`src/rtl/spi_pkg.sv`:
```
// Shared types and defaults for the SPI serial-clock generator.
package spi_pkg;
  typedef enum logic [1:0] {IDLE, ACTIVE, TRAIL} spi_sck_state_t;

  localparam int SPI_DIV_W = 8;
  localparam int SPI_CNT_W = 6;

  localparam logic SPI_CPHA0 = 1'b0;
  localparam logic SPI_CPHA1 = 1'b1;
endpackage

```
`src/rtl/spi_half_tick.sv`:
```
// Loadable half-period counter: ticks for one cycle when hc reaches div.
module spi_half_tick #(
  parameter int DIV_W = 8
) (
  input  logic             CLK,
  input  logic             nRST,
  input  logic             clr,
  input  logic             en,
  input  logic [DIV_W-1:0] div,
  output logic             tick
);
  logic [DIV_W-1:0] hc;

  assign tick = en && (hc == div);

  // hc never exceeds div, so it cannot wrap early even at the maximum divide.
  always_ff @(posedge CLK or negedge nRST) begin
    if (!nRST)       hc <= '0;
    else if (clr)    hc <= '0;
    else if (tick)   hc <= '0;
    else if (en)     hc <= hc + 1'b1;
  end
endmodule

```
`src/rtl/spi_sck_gen.sv`:
```
// SPI sck generator: programmable half-period, CPOL/CPHA, N-bit bursts,
// launch/sample strobes, done/busy handshake and abort.
module spi_sck_gen
  import spi_pkg::*;
#(
  parameter int   DIV_W    = SPI_DIV_W,
  parameter int   CNT_W    = SPI_CNT_W,
  parameter logic CPOL_RST = 1'b0
) (
  input  logic             CLK,
  input  logic             nRST,
  input  logic             start,
  input  logic             abort,
  input  logic             cpol,
  input  logic             cpha,
  input  logic [DIV_W-1:0] div,
  input  logic [CNT_W-1:0] nbits,
  output logic             sck,
  output logic             busy,
  output logic             launch_stb,
  output logic             sample_stb,
  output logic             done
);
  spi_sck_state_t   state, state_n;
  logic             cpol_l, cpha_l;
  logic [DIV_W-1:0] div_l;
  logic [CNT_W-1:0] nbits_l;
  logic [CNT_W:0]   edge_cnt, edge_n, k;
  logic             sck_n, busy_n, launch_n, sample_n, done_n;
  logic             accept, kill, hc_clr, tick, last;

  spi_half_tick #(.DIV_W(DIV_W)) u_tick (
    .CLK  (CLK),
    .nRST (nRST),
    .clr  (hc_clr),
    .en   (state != IDLE),
    .div  (div_l),
    .tick (tick)
  );

  assign k    = edge_cnt + {{CNT_W{1'b0}}, 1'b1};
  assign last = (k == {nbits_l, 1'b0});

  always_comb begin
    state_n  = state;
    sck_n    = sck;
    busy_n   = busy;
    launch_n = 1'b0;
    sample_n = 1'b0;
    done_n   = 1'b0;
    edge_n   = edge_cnt;
    accept   = 1'b0;
    kill     = 1'b0;
    hc_clr   = 1'b0;

    case (state)
      IDLE: begin
        sck_n  = cpol;
        accept = start;
      end
      ACTIVE: begin
        if (abort) kill = 1'b1;
        else if (tick) begin
          edge_n = k;
          sck_n  = ~sck;
          // k[0]=1 is the leading edge of a bit
          if (k[0]) begin
            if (cpha_l == SPI_CPHA0) sample_n = 1'b1;
            else                     launch_n = 1'b1;
          end else begin
            if (cpha_l == SPI_CPHA1) sample_n = 1'b1;
            else                     launch_n = !last;
          end
          if (last) begin
            sck_n   = cpol_l;
            state_n = TRAIL;
            edge_n  = '0;
          end
        end
      end
      TRAIL: begin
        if (abort) kill = 1'b1;
        else if (tick) begin
          done_n  = 1'b1;
          busy_n  = 1'b0;
          state_n = IDLE;
          sck_n   = cpol_l;
          accept  = start;
        end
      end
      default: state_n = IDLE;
    endcase

    if (kill) begin
      state_n = IDLE;
      busy_n  = 1'b0;
      sck_n   = cpol_l;
      edge_n  = '0;
      hc_clr  = 1'b1;
    end

    // An empty burst has nothing to pre-launch.
    if (accept) begin
      busy_n   = 1'b1;
      sck_n    = cpol;
      edge_n   = '0;
      hc_clr   = 1'b1;
      state_n  = (nbits == '0) ? TRAIL : ACTIVE;
      launch_n = (cpha == SPI_CPHA0) && (nbits != '0);
    end
  end

  always_ff @(posedge CLK or negedge nRST) begin
    if (!nRST) begin
      state      <= IDLE;
      sck        <= CPOL_RST;
      busy       <= 1'b0;
      launch_stb <= 1'b0;
      sample_stb <= 1'b0;
      done       <= 1'b0;
      edge_cnt   <= '0;
      cpol_l     <= 1'b0;
      cpha_l     <= 1'b0;
      div_l      <= '0;
      nbits_l    <= '0;
    end else begin
      state      <= state_n;
      sck        <= sck_n;
      busy       <= busy_n;
      launch_stb <= launch_n;
      sample_stb <= sample_n;
      done       <= done_n;
      edge_cnt   <= edge_n;
      if (accept) begin
        cpol_l  <= cpol;
        cpha_l  <= cpha;
        div_l   <= div;
        nbits_l <= nbits;
      end
    end
  end
endmodule

```
`config.mk`:
```
export PLATFORM = sky130hd
export DESIGN_NAME = spi_sck_gen
export DESIGN_NICKNAME = d
export VERILOG_FILES = /design/src/rtl/spi_pkg.sv /design/src/rtl/spi_half_tick.sv /design/src/rtl/spi_sck_gen.sv
export SDC_FILE = /design/constraint.sdc
export NUM_CORES = 1
export LEC_CHECK = 0
export CAP_MARGIN = 20
export CELL_PAD_IN_SITES_DETAIL_PLACEMENT = 0
export CELL_PAD_IN_SITES_GLOBAL_PLACEMENT = 1
export CORE_ASPECT_RATIO = 1.4
export CORE_MARGIN = 2
export CORE_UTILIZATION = 48
export CTS_CLUSTER_SIZE = 20
export DETAILED_ROUTE_END_ITERATION = 6
export PLACE_DENSITY = 0.95
export SLEW_MARGIN = 20
export SYNTH_ARGS = -nofsm -noshare
export SYNTH_HDL_FRONTEND = slang
export SYNTH_SLANG_ARGS = --single-unit
```
`constraint.sdc`:
```
create_clock -name CLK -period 5.1 [get_ports CLK]
set_clock_uncertainty 0.05 [all_clocks]
set_input_delay 1.02 -clock CLK [delete_from_list [all_inputs] [get_ports CLK]]
set_output_delay 1.02 -clock CLK [all_outputs]
set_load 0.1 [all_outputs]
```
* Word level (Yosys, flattened, before mapping) *
Cells that the tools add are included.

storage, ports and cells
  flip-flop bits (word level) = 38
  bits in latches = 0
  memory bits (writable) = 0
  ROM bits = 0
  memories = 0

cells by class
  add/subtract/negate cells = 2
  multiply operators = 0
  div/mod/pow operators = 0
  magnitude comparators = 0
  equality and inequality tests = 11
  shifts and indexed selects = 0
  multiplexer cells = 53
  bitwise logic cells = 2
  reduce and logical (&&, ||, !) cells = 17

operators with widths
  operator                                                                  count
  7-bit two-way mux                                                         6
  1-bit two-way mux                                                         33
  8-bit two-way mux                                                         3
  4-bit inequality test (second input constant)                             5
  2-bit two-way mux                                                         8
  3-bit nonzero test                                                        4
  8-bit by 1-bit adder with 8-bit output (second input constant)            1
  8-bit equality test                                                       1
  7-bit by 1-bit adder with 7-bit output (second input constant)            1
  7-bit equality test                                                       1
  6-bit logical NOT                                                         1
  2-bit case mux with 3 select lines                                        1
  3-bit AND reduction                                                       2
  6-bit AND reduction                                                       1
  6-bit nonzero test                                                        1
  5-bit AND reduction                                                       1
  5-bit nonzero test                                                        1
  3-bit by 1-bit inequality test with 1-bit output (second input constant)  1
  3-bit inequality test (second input constant)                             1
  1-bit case mux with 3 select lines                                        1
  2-bit by 1-bit equality test with 1-bit output (second input constant)    1
  2-bit equality test (second input constant)                               1
  1-bit logical AND                                                         2
  2-bit logical NOT                                                         1
  other kinds (5)                                                           6

* Depth between registers and ports, before layout *
Gate-level depths: netlist of the first run.

  depth after elaboration = 9
  depth in mapped cells = 9
  depth with buffers taken out = 8

* Modules after synthesis *
Synthesis of the first run repeated with hierarchy kept, for this count alone.

unflattened totals
  cell total of the unflattened synthesis = 222
  area total of the unflattened synthesis = 2,200.9 um2

modules (own cells, without submodules)
  module         instances  cells an instance  area an instance (um2)  seq. area each (um2)
  spi_sck_gen    1          170                1,667.8                 750.7
  spi_half_tick  1          52                 533.0                   200.2

* Least setup slack after synthesis of the first run *
Ideal clock, no wire load.

  path type = flip-flop to flip-flop
  start point = register state[0]
  end point = register cpha_l
  arrival = 2.387 ns
  data required time = 4.925 ns
  path slack = 2.538 ns
  cell stages (with the launch flop) = 9
  buffers on the path = 2
  period minus slack after synthesis = 2.562 ns
  path through = dfrtp_1 inv_1 ha_1 buf_2 or4_4 or3_4 o21ai_4 buf_8 mux2_4

between the ends
  cells in the longest elaborated chain, start to end = 5
  elaborated cells between the ends (all ways) = 7
  classes of those cells = 1 x eq/ne; 3 x mux; 3 x reduce/logical

RTL lines
  element                               RTL line             text
  start: declaration                    spi_sck_gen.sv:24    spi_sck_state_t state, state_n;
  start signal: assignment              spi_sck_gen.sv:127   state <= state_n;
  2-bit nonzero test                    spi_sck_gen.sv:36    .en (state != IDLE),
  1-bit logical AND                     spi_half_tick.sv:14  assign tick = en && (hc == div);
  1-bit two-way mux                     spi_sck_gen.sv:83    else if (tick) begin
  1-bit two-way mux                     spi_sck_gen.sv:82    if (abort) kill = 1'b1;
  1-bit case mux with 2 select lines *  spi_sck_gen.sv:56    case (state)
  end signal: assignment                spi_sck_gen.sv:136   cpha_l <= cpha;
  end: declaration                      spi_sck_gen.sv:25    logic cpol_l, cpha_l;

Mark *: on every way between the ends. The rest lies on a longest branch, timed or not.
A chain may end at the register's enable or synchronous reset.

* Worst setup path after layout of the first run *
  start point = register sck
  end point = output sck

RTL lines
  element                   RTL line            text
  start: declaration        spi_sck_gen.sv:18   output logic sck,
  start signal: assignment  spi_sck_gen.sv:128  sck <= sck_n;

No word-level cell between the ends.

==> results of run 1 <==
power by group through the flow:
stage / sequential [mW] / combinational (mW) / clock [mW]
2_1_floorplan: 0.531 / 0.431 / 0
3_3_place_gp: 0.486 / 0.605 / 0
3_5_place_dp: 0.487 / 0.616 / 0
4_1_cts: 0.481 / 0.621 / 0.247
5_1_grt: 0.494 / 0.671 / 0.261
6_report: 0.483 / 0.617 / 0.242
cell families (layout without fill, tap and decap cells):
kind of cell               count (synthesis)  in the layout  synth area share [%]
and+or+nand+nor                           82             82                  20.9
AOI/OAI and AO/OA                         40             40                  13.0
DFF                                       38             38                  41.8
xor gates and xnor gates                  22             22                  9.08
muxes                                     16             16                  9.41
buffers and inverters                     11             36                  2.53
adders and majority gates                  6              6                  3.30
routing by layer:
metal  part of all wire (%)  track usage [%]
met1                     39             22.9
met2                     56             36.4
met3                    3.0             3.58
met4                    2.1             8.69
met5                      0                0
sequential cells by signal (all words and copies together) (netlist names):
name and flops:
div_l 8, u_tick.hc 8, edge_cnt 7, nbits_l 6
state 2, busy 1, cpha_l 1, cpol_l 1
done 1, launch_stb 1, sample_stb 1, sck 1
area by class of cell:
class                      instances  area [um^2]
fill                             400         1880
multi-input combinational        166         1270
sequential                        38          951
timing repair buffer              24          235
clock buffer                       8          110
tap                               62         77.6
inverter                           4         15.0
worst reg2reg max path, stage by stage, from the launching register on:
cell,delay (ps)
dfrtp_1,420
inv_1,90
ha_1,340
or4_4,630
or3_4,410
o21ai_4,470
mux2_1,370
placed cells by master (no fill, tap or decap), types with 3 or more instances in the layout:
cell type	synthesis	final
o21ai_0	3	3
xor2_1	10	10
o21ai_1	7	7
nand3_1	10	10
mux2_1	7	7
nand4_1	6	6
or3_1	3	3
ha_1	6	6
clkbuf_8	0	8
clkdlybuf4s50_1	0	23
nand2_1	21	21
and3_1	3	3
xnor2_1	11	11
inv_1	4	4
a21oi_1	8	8
nor2_1	18	18
mux2_4	9	9
o31ai_1	3	3
a211oi_1	3	3
dfrtp_1	38	38
how the worst max path moves through the flow:
stage	from	end	slack [ps]	cells after the start
2_1_floorplan	state[0]	cpha_l	2540	8
3_3_place_gp	abort	launch_stb	2030	6
3_5_place_dp	abort	launch_stb	1970	6
5_1_grt	state[0]	state[1]	2010	7
4_1_cts	state[0]	div_l[3]	2190	6
6_report	sck	sck	2190	1
metrics by stage:
step,area [um^2],std cells
after global placement,2540,294
final,2660,302
after detailed placement,2540,294
after CTS,2660,302
after floorplan,2270,215
after global routing,2660,302
==> results.cfg, run 1 <==
[critical_path]
arrival_ps = 1840
r2r_setup_slack_ps = 2210
end_kind = output pin
crit_path_max_incr_delay_ps = 1150
cp_slowest_cell = clkdlybuf4s50_1
reg2regPathDepth = 6
critPathLaunchType = register
cp_cell_sequence = clkdlybuf4s50_1
required_ps = 4030
rr_endpoint = div_l[3]
cp_top_family = buffers and inverters
path_max_fanout = 3
path_buf_inv = 1
path_class = register to output pin
r2r_start = state[0]

[cts]
numCtsBuffers = 5
cts-root-buf = clkbuf_8
clockBufferDepth = 2
clkLatencyLatePin_ps = 300
postCtsHoldBufs = 0
clock-sinks = 38
cts.clk_slew.worst_paths_ps = 70
htreeDepth = 2
cts_tree = built
post_cts_buffers = 0
post_cts_resized = 0

[floorplanning]
core_area_um2 = 4540
io-pin-count = 25
die_area_um2 = 5310
fp-row-count = 29
die_height_um = 85.5
die_w_um = 62.2
start_util_pct = 50.2

[sta]
finalWorstSetupSlack_ps = 2190
tightest_slew_ps = 969
max_slew_margin_pct = 35.2
post-route-min-period_ps = 2910
drv_slew = 0
rsz0062_at_grt = no
hold_viol = 0
maxClockFrequency_mhz = 343
whs_ps = 471
setup_tns_ps = 0
finalCritPeriodShare_pct = 57.1
setup_viol = 0

[logic_synthesis]
synthCells = 215
synth_seq_cells = 38
yosysTopAreaCellShare_pct = 41.8
syn_nets = 241
synth_flop_cell = dfrtp_1
synth-warning-count = 0
syn_area_per_cell_um2 = 10.6
synthArstFlopShare_pct = 100
yosysTopAreaCell = dfrtp_1
synth_cell_types = 54
yosys-top-cells-area = dfrtp_1 42%, mux2_4 5.9%, xnor2_1 4.2%
synthTopCellsByCount = 38 x dfrtp_1, 21 x nand2_1, 18 x nor2_1
synth_area_um2 = 2270
yosysMostFrequentCell = dfrtp_1
synth_edf_count = 0
ys_seq_area_share_pct = 41.8

[pwr]
leakage_nw = 1.08
p_sw_share_pct = 40.4
peakVddDrop_v = 0.000269
p_seq_share_pct = 36.0
clockPowerShare_pct = 18.0
intPower_mw = 0.799
p_switching_mw = 0.542
power_density_nw_per_um2 = 505
total_power_mw = 1.34
combPwrFrac_pct = 46.0

[drt]
drt-vias-per-instance = 5.77
drt-total-wl_um = 4900
vias = 1743
dr.pass1.iters = 5
wl_per_cell_um = 16.2
drc = 0
final_antenna_net_count = 0
drtIter0Drc = 99

[grt]
overflow = 0
antenna_found_initial = 0
grt_max_degree = 39
track_usage_pct = 19.9
grt_first_pass_wirelength_um = 8270
first_global_vias = 1770

[min_path]
hold_path_depth = 1
hold_class = register to register
hp-start = div_l[3]
min_delay_worst_endpoint = div_l[3]

[layout]
final_util_pct = 58.5
area_growth_pct = 16.7
antenna_cells = 0
fin_nets = 265
drive_gt1_share_pct = 13.3

[flow_run]
drv_cap = 0

[outcome]
outcome = finished, final reports clean

[placement]
gp_congestion = 0.803
dp_hpwl_um = 3590
dp_slack_ps = 1970
port_buffers = 24
Note: power is estimated with default switching activity, not from simulation.
==> run 2, diff against run 1 <==
--- a/config.mk
+++ b/config.mk
@@ -10,10 +10,10 @@
 export CELL_PAD_IN_SITES_GLOBAL_PLACEMENT = 1
 export CORE_ASPECT_RATIO = 1.4
 export CORE_MARGIN = 2
-export CORE_UTILIZATION = 48
+export CORE_UTILIZATION = 40
 export CTS_CLUSTER_SIZE = 20
 export DETAILED_ROUTE_END_ITERATION = 6
-export PLACE_DENSITY = 0.95
+export PLACE_DENSITY = 0.88
 export SLEW_MARGIN = 20
 export SYNTH_ARGS = -nofsm -noshare
 export SYNTH_HDL_FRONTEND = slang
==> constraint.sdc (replaced) <==
create_clock -name CLK -period 2.45 [get_ports CLK]
set_clock_uncertainty 0.05 [all_clocks]
set_input_delay 0.49 -clock CLK [delete_from_list [all_inputs] [get_ports CLK]]
set_output_delay 0.49 -clock CLK [all_outputs]
set_load 0.1 [all_outputs]
==> run 2 against run 1 <==
  * Register-to-register slack lost 2100 ps
  * Flip-flop and latch count unchanged
  * Setup slack lost 2100 ps
  * Die area is 19% higher
  * Routed wire length grew 4.6%
  * Utilization down 7.2 points
  * Critical endpoint is now div_l[3]
  * Largest power group unchanged
  * Highest routed layer unchanged
==> results.cfg, run 2 (synthesis results as in run 1) <==
[pwr]
peakVddDrop_v = 0.000557
total_power_mw = 2.90
power_density_nw_per_um2 = 1030
leakage_nw = 1.18

[layout]
final_cell_mix = 38 x dfrtp_1, 21 x nand2_1, 21 x buf_4
area_growth_pct = 23.8
antenna_cells = 0
reg_top3 = div_l: 8 flops, u_tick.hc: 8 flops, edge_cnt: 7 flops
fin_nets = 284
final_common_cell = dfrtp_1
drive_gt1_share_pct = 22.8
final-instance-count-excl-fill = 327

[cts]
clkLatencyLatePin_ps = 290
cts-root-buf = clkbuf_8
clockBufferDepth = 2
clock-sinks = 38
htreeDepth = 2
numCtsBuffers = 5
post_cts_resized = 0
post_cts_buffers = 0
cts.clk_slew.worst_paths_ps = 70
postCtsHoldBufs = 0
cts_tree = built

[drt]
drc = 0
final_antenna_net_count = 0
wl_per_cell_um = 15.7
drt-vias-per-instance = 5.43
dr.pass1.iters = 4
vias = 1774
drtIter0Drc = 70
drt-total-wl_um = 5120

[floorplanning]
io-pin-count = 25
fp-row-count = 32
die_area_um2 = 6310
die_height_um = 93.2
die_w_um = 67.7
core_area_um2 = 5490
start_util_pct = 41.5

[sta]
whs_ps = 254
finalCritPeriodShare_pct = 97.3
setup_viol = 0
setup_tns_ps = 0
tightest_slew_ps = 869
hold_viol = 0
max_slew_margin_pct = 42.0
post-route-min-period_ps = 2380
drv_slew = 0
maxClockFrequency_mhz = 420

[grt]
grt_max_degree = 39
antenna_found_initial = 0
busiest_layer = met2
first_global_vias = 1919
track_usage_pct = 18.4
met2_usage_pct = 32.4
gr-usage-met1_pct = 21.5
grt_first_pass_wirelength_um = 8780
met3_usage_pct = 3.97
overflow = 0

[critical_path]
r2r_start = u_tick.hc[1]
arrival_ps = 2510
critPathLaunchType = register
path_max_fanout = 7
path_class = register to register
required_ps = 2580
end_kind = register
crit_start = u_tick.hc[1]

[flow_run]
drv_cap = 0

[min_path]
hold_class = input port to async pin

[placement]
gp_congestion = 0.825
dp_hpwl_um = 3890
port_buffers = 24
dpl.cell_count = 319

[outcome]
outcome = finished, final reports clean
[run 2: report_power, final]
part / switching (mW) / internal (mW) / leakage [nW] / total [mW]
Sequential: 0.153 / 0.825 / 0.485 / 0.978
Combinational: 0.786 / 0.682 / 0.643 / 1.47
Clock: 0.224 / 0.227 / 0.0482 / 0.451
Total: 1.16 / 1.73 / 1.18 / 2.90
[run 2: worst paths after layout]
kind,to,slack [ps],cells past startpoint
setup / recovery,div_l[3],70,6
hold / removal,nbits_l[5],250,1
setup reg to reg,div_l[3],70,6
hold reg to reg,div_l[3],460,1
max in group asynchronous,div_l[4],1540,1
min in group CLK,div_l[3],460,1
[run 2: through the flow]
step / setup WS [ps] / utilization (%) / cell area [um^2]
2_1_floorplan: -28.0 / - / 2280
3_3_place_gp: 69.7 / 49.4 / 2710
3_5_place_dp: 36.9 / 49.4 / 2710
4_1_cts: 21.1 / 51.1 / 2800
5_1_grt: -2.59 / 51.3 / 2820
6_report: 66.7 / 51.3 / 2820
[run 2: layout make-up]
| cell class | instances | area (um^2) |
|---|---|---|
| Clock buffer | 7 | 86.3 |
| Multi-Input combinational cell | 166 | 1280 |
| Inverter | 4 | 15.0 |
| Timing Repair Buffer | 43 | 394 |
| Clock inverter | 1 | 5.00 |
| Sequential cell | 38 | 951 |
| Tap cell | 68 | 85.1 |
| Fill cell | 514 | 2670 |
[run 2: critical path, cell delays in order, from the launching register on]
cell     delay, ps
dfrtp_1        420
xor2_1         160
or4_4          540
or3_4          430
o21ai_4        180
buf_6          170
mux2_1         320
[run 2: layer usage]
layer  vias to the layer above  part of all wire, %
met5                         -                    0
met2                        26                   55
met4                         0                  1.5
met1                       880                   41
met3                         7                  2.8
li1                        861                    -
==> run 3, diff against run 2 <==
--- a/config.mk
+++ b/config.mk
@@ -8,7 +8,6 @@
 export CAP_MARGIN = 20
 export CELL_PAD_IN_SITES_DETAIL_PLACEMENT = 0
 export CELL_PAD_IN_SITES_GLOBAL_PLACEMENT = 1
-export CORE_ASPECT_RATIO = 1.4
 export CORE_MARGIN = 2
 export CORE_UTILIZATION = 40
 export CTS_CLUSTER_SIZE = 20
==> run 3 against run 2 <==
  * Maximum frequency up 0.20%
  * Non-clock buffer count up 3
  * Count of clock-buffer cells in the layout down 2
==> results.cfg, run 3 (synthesis results as in run 1) <==
[cts]
numCtsBuffers = 5
cts_tree = built
clkLatencyLatePin_ps = 300
htreeDepth = 2
clock-sinks = 38
cts-root-buf = clkbuf_8
cts.clk_slew.worst_paths_ps = 80
clockBufferDepth = 2

[layout]
fin_nets = 287
drive_gt1_share_pct = 22.9
area_growth_pct = 25.9
final_common_cell = dfrtp_1
antenna_cells = 0
reg_top3 = div_l: 8 flops, u_tick.hc: 8 flops, edge_cnt: 7 flops
final_cell_mix = 38 x dfrtp_1, 26 x buf_4, 21 x nand2_1

[pwr]
p_seq_share_pct = 32.4
combPwrFrac_pct = 46.8
power_density_nw_per_um2 = 1070
leakage_nw = 1.20
total_power_mw = 3.07
peakVddDrop_v = 0.000576
clockPowerShare_pct = 20.8
p_switching_mw = 1.17
intPower_mw = 1.90
p_sw_share_pct = 38.2

[critical_path]
arrival_ps = 2510
r2r_setup_slack_ps = 70
path_max_fanout = 9
critPathLaunchType = register
required_ps = 2580
r2r_start = u_tick.hc[1]
end_kind = register
rr_endpoint = div_l[3]
path_class = register to register
reg2regPathDepth = 6

[grt]
met2_usage_pct = 29.0
grt_first_pass_wirelength_um = 8550
met3_usage_pct = 3.85
busiest_layer = met2
overflow = 0
grt_max_degree = 39
track_usage_pct = 17.7
first_global_vias = 1764
antenna_found_initial = 0
gr-usage-met1_pct = 23.0

[sta]
hold_viol = 0
drv_slew = 0
maxClockFrequency_mhz = 420
finalWorstSetupSlack_ps = 71.6
setup_viol = 0
rsz0062_at_grt = no
tightest_slew_ps = 847
post-route-min-period_ps = 2380
finalCritPeriodShare_pct = 97.1
max_slew_margin_pct = 43.5

[drt]
wl_per_cell_um = 15.2
drtIter0Drc = 82
drc = 0
drt-vias-per-instance = 5.26
drt-total-wl_um = 5060
vias = 1757
dr.pass1.iters = 6
final_antenna_net_count = 0

[min_path]
hold_class = input port to async pin

[flow_run]
drv_cap = 0

[floorplanning]
die_w_um = 79.4
fp-row-count = 27
core_area_um2 = 5510
start_util_pct = 41.3
die_height_um = 79.4
die_area_um2 = 6310
io-pin-count = 25

[placement]
dp_hpwl_um = 3860
gp_congestion = 0.853
dp_slack_ps = 44.2
port_buffers = 24

[outcome]
outcome = finished, final reports clean
## run 3: area by class of cell
type | count | area [um^2]
Timing Repair Buffer | 46 | 400
Inverter | 4 | 15.0
Sequential cell | 38 | 951
Clock buffer | 5 | 68.8
Tap cell | 72 | 90.1
Clock inverter | 3 | 68.8
Fill cell | 511 | 2640
Multi-Input combinational cell | 166 | 1270
## run 3: power groups by stage
stage | Clock [mW] | Combinational [mW] | Sequential [mW]
after floorplan | 0 | 0.917 | 1.11
after global placement | 0 | 1.42 | 0.996
after CTS | 0.651 | 1.45 | 0.994
after detailed placement | 0 | 1.45 | 1.00
final | 0.639 | 1.44 | 0.996
after global routing | 0.684 | 1.56 | 1.02
## run 3: critical path: stages, from the launching register on
cell	delay (ps)
dfrtp_1	420
xor2_1	160
or4_4	540
or3_4	430
o21ai_4	200
buf_12	160
mux2_1	320
## run 3: timing repair
item / CTS / global route
hold buffers: 0 / 0
resized for setup: 0 / 0
setup buffers: 0 / 1
endpoints found under the hold margin: 0 / 0
setup endpoints to repair: 0 / 5
## run 3: worst max-delay path by stage
stage	slack, ps	from	to
final	70	u_tick.hc[1]	div_l[3]
after global routing	7	u_tick.hc[1]	launch_stb
after CTS	40	u_tick.hc[5]	div_l[3]
after detailed placement	40	u_tick.hc[1]	div_l[3]
after global placement	60	abort	launch_stb
after floorplan	-30	state[0]	cpha_l
## run 3: routing by layer
metal	vias up	part of all wire (%)	wire [um]
met2	29	49	2480
li1	870	-	-
met3	11	2.5	128
met4	0	1.7	84
met5	-	0	0
met1	847	47	2370
## run 3: through the flow
step / util (%) / hold slack, ps / area [um^2] / setup TNS [ps] / std cells
5_1_grt: 52.0 / 322 / 2860 / 0 / 334
4_1_cts: 51.9 / 274 / 2860 / 0 / 333
6_report: 52.0 / 245 / 2860 / 0 / 334
2_1_floorplan: - / 144 / 2280 / -252 / 215
3_3_place_gp: 49.4 / 442 / 2720 / 0 / 325
3_5_place_dp: 49.4 / 464 / 2720 / 0 / 325
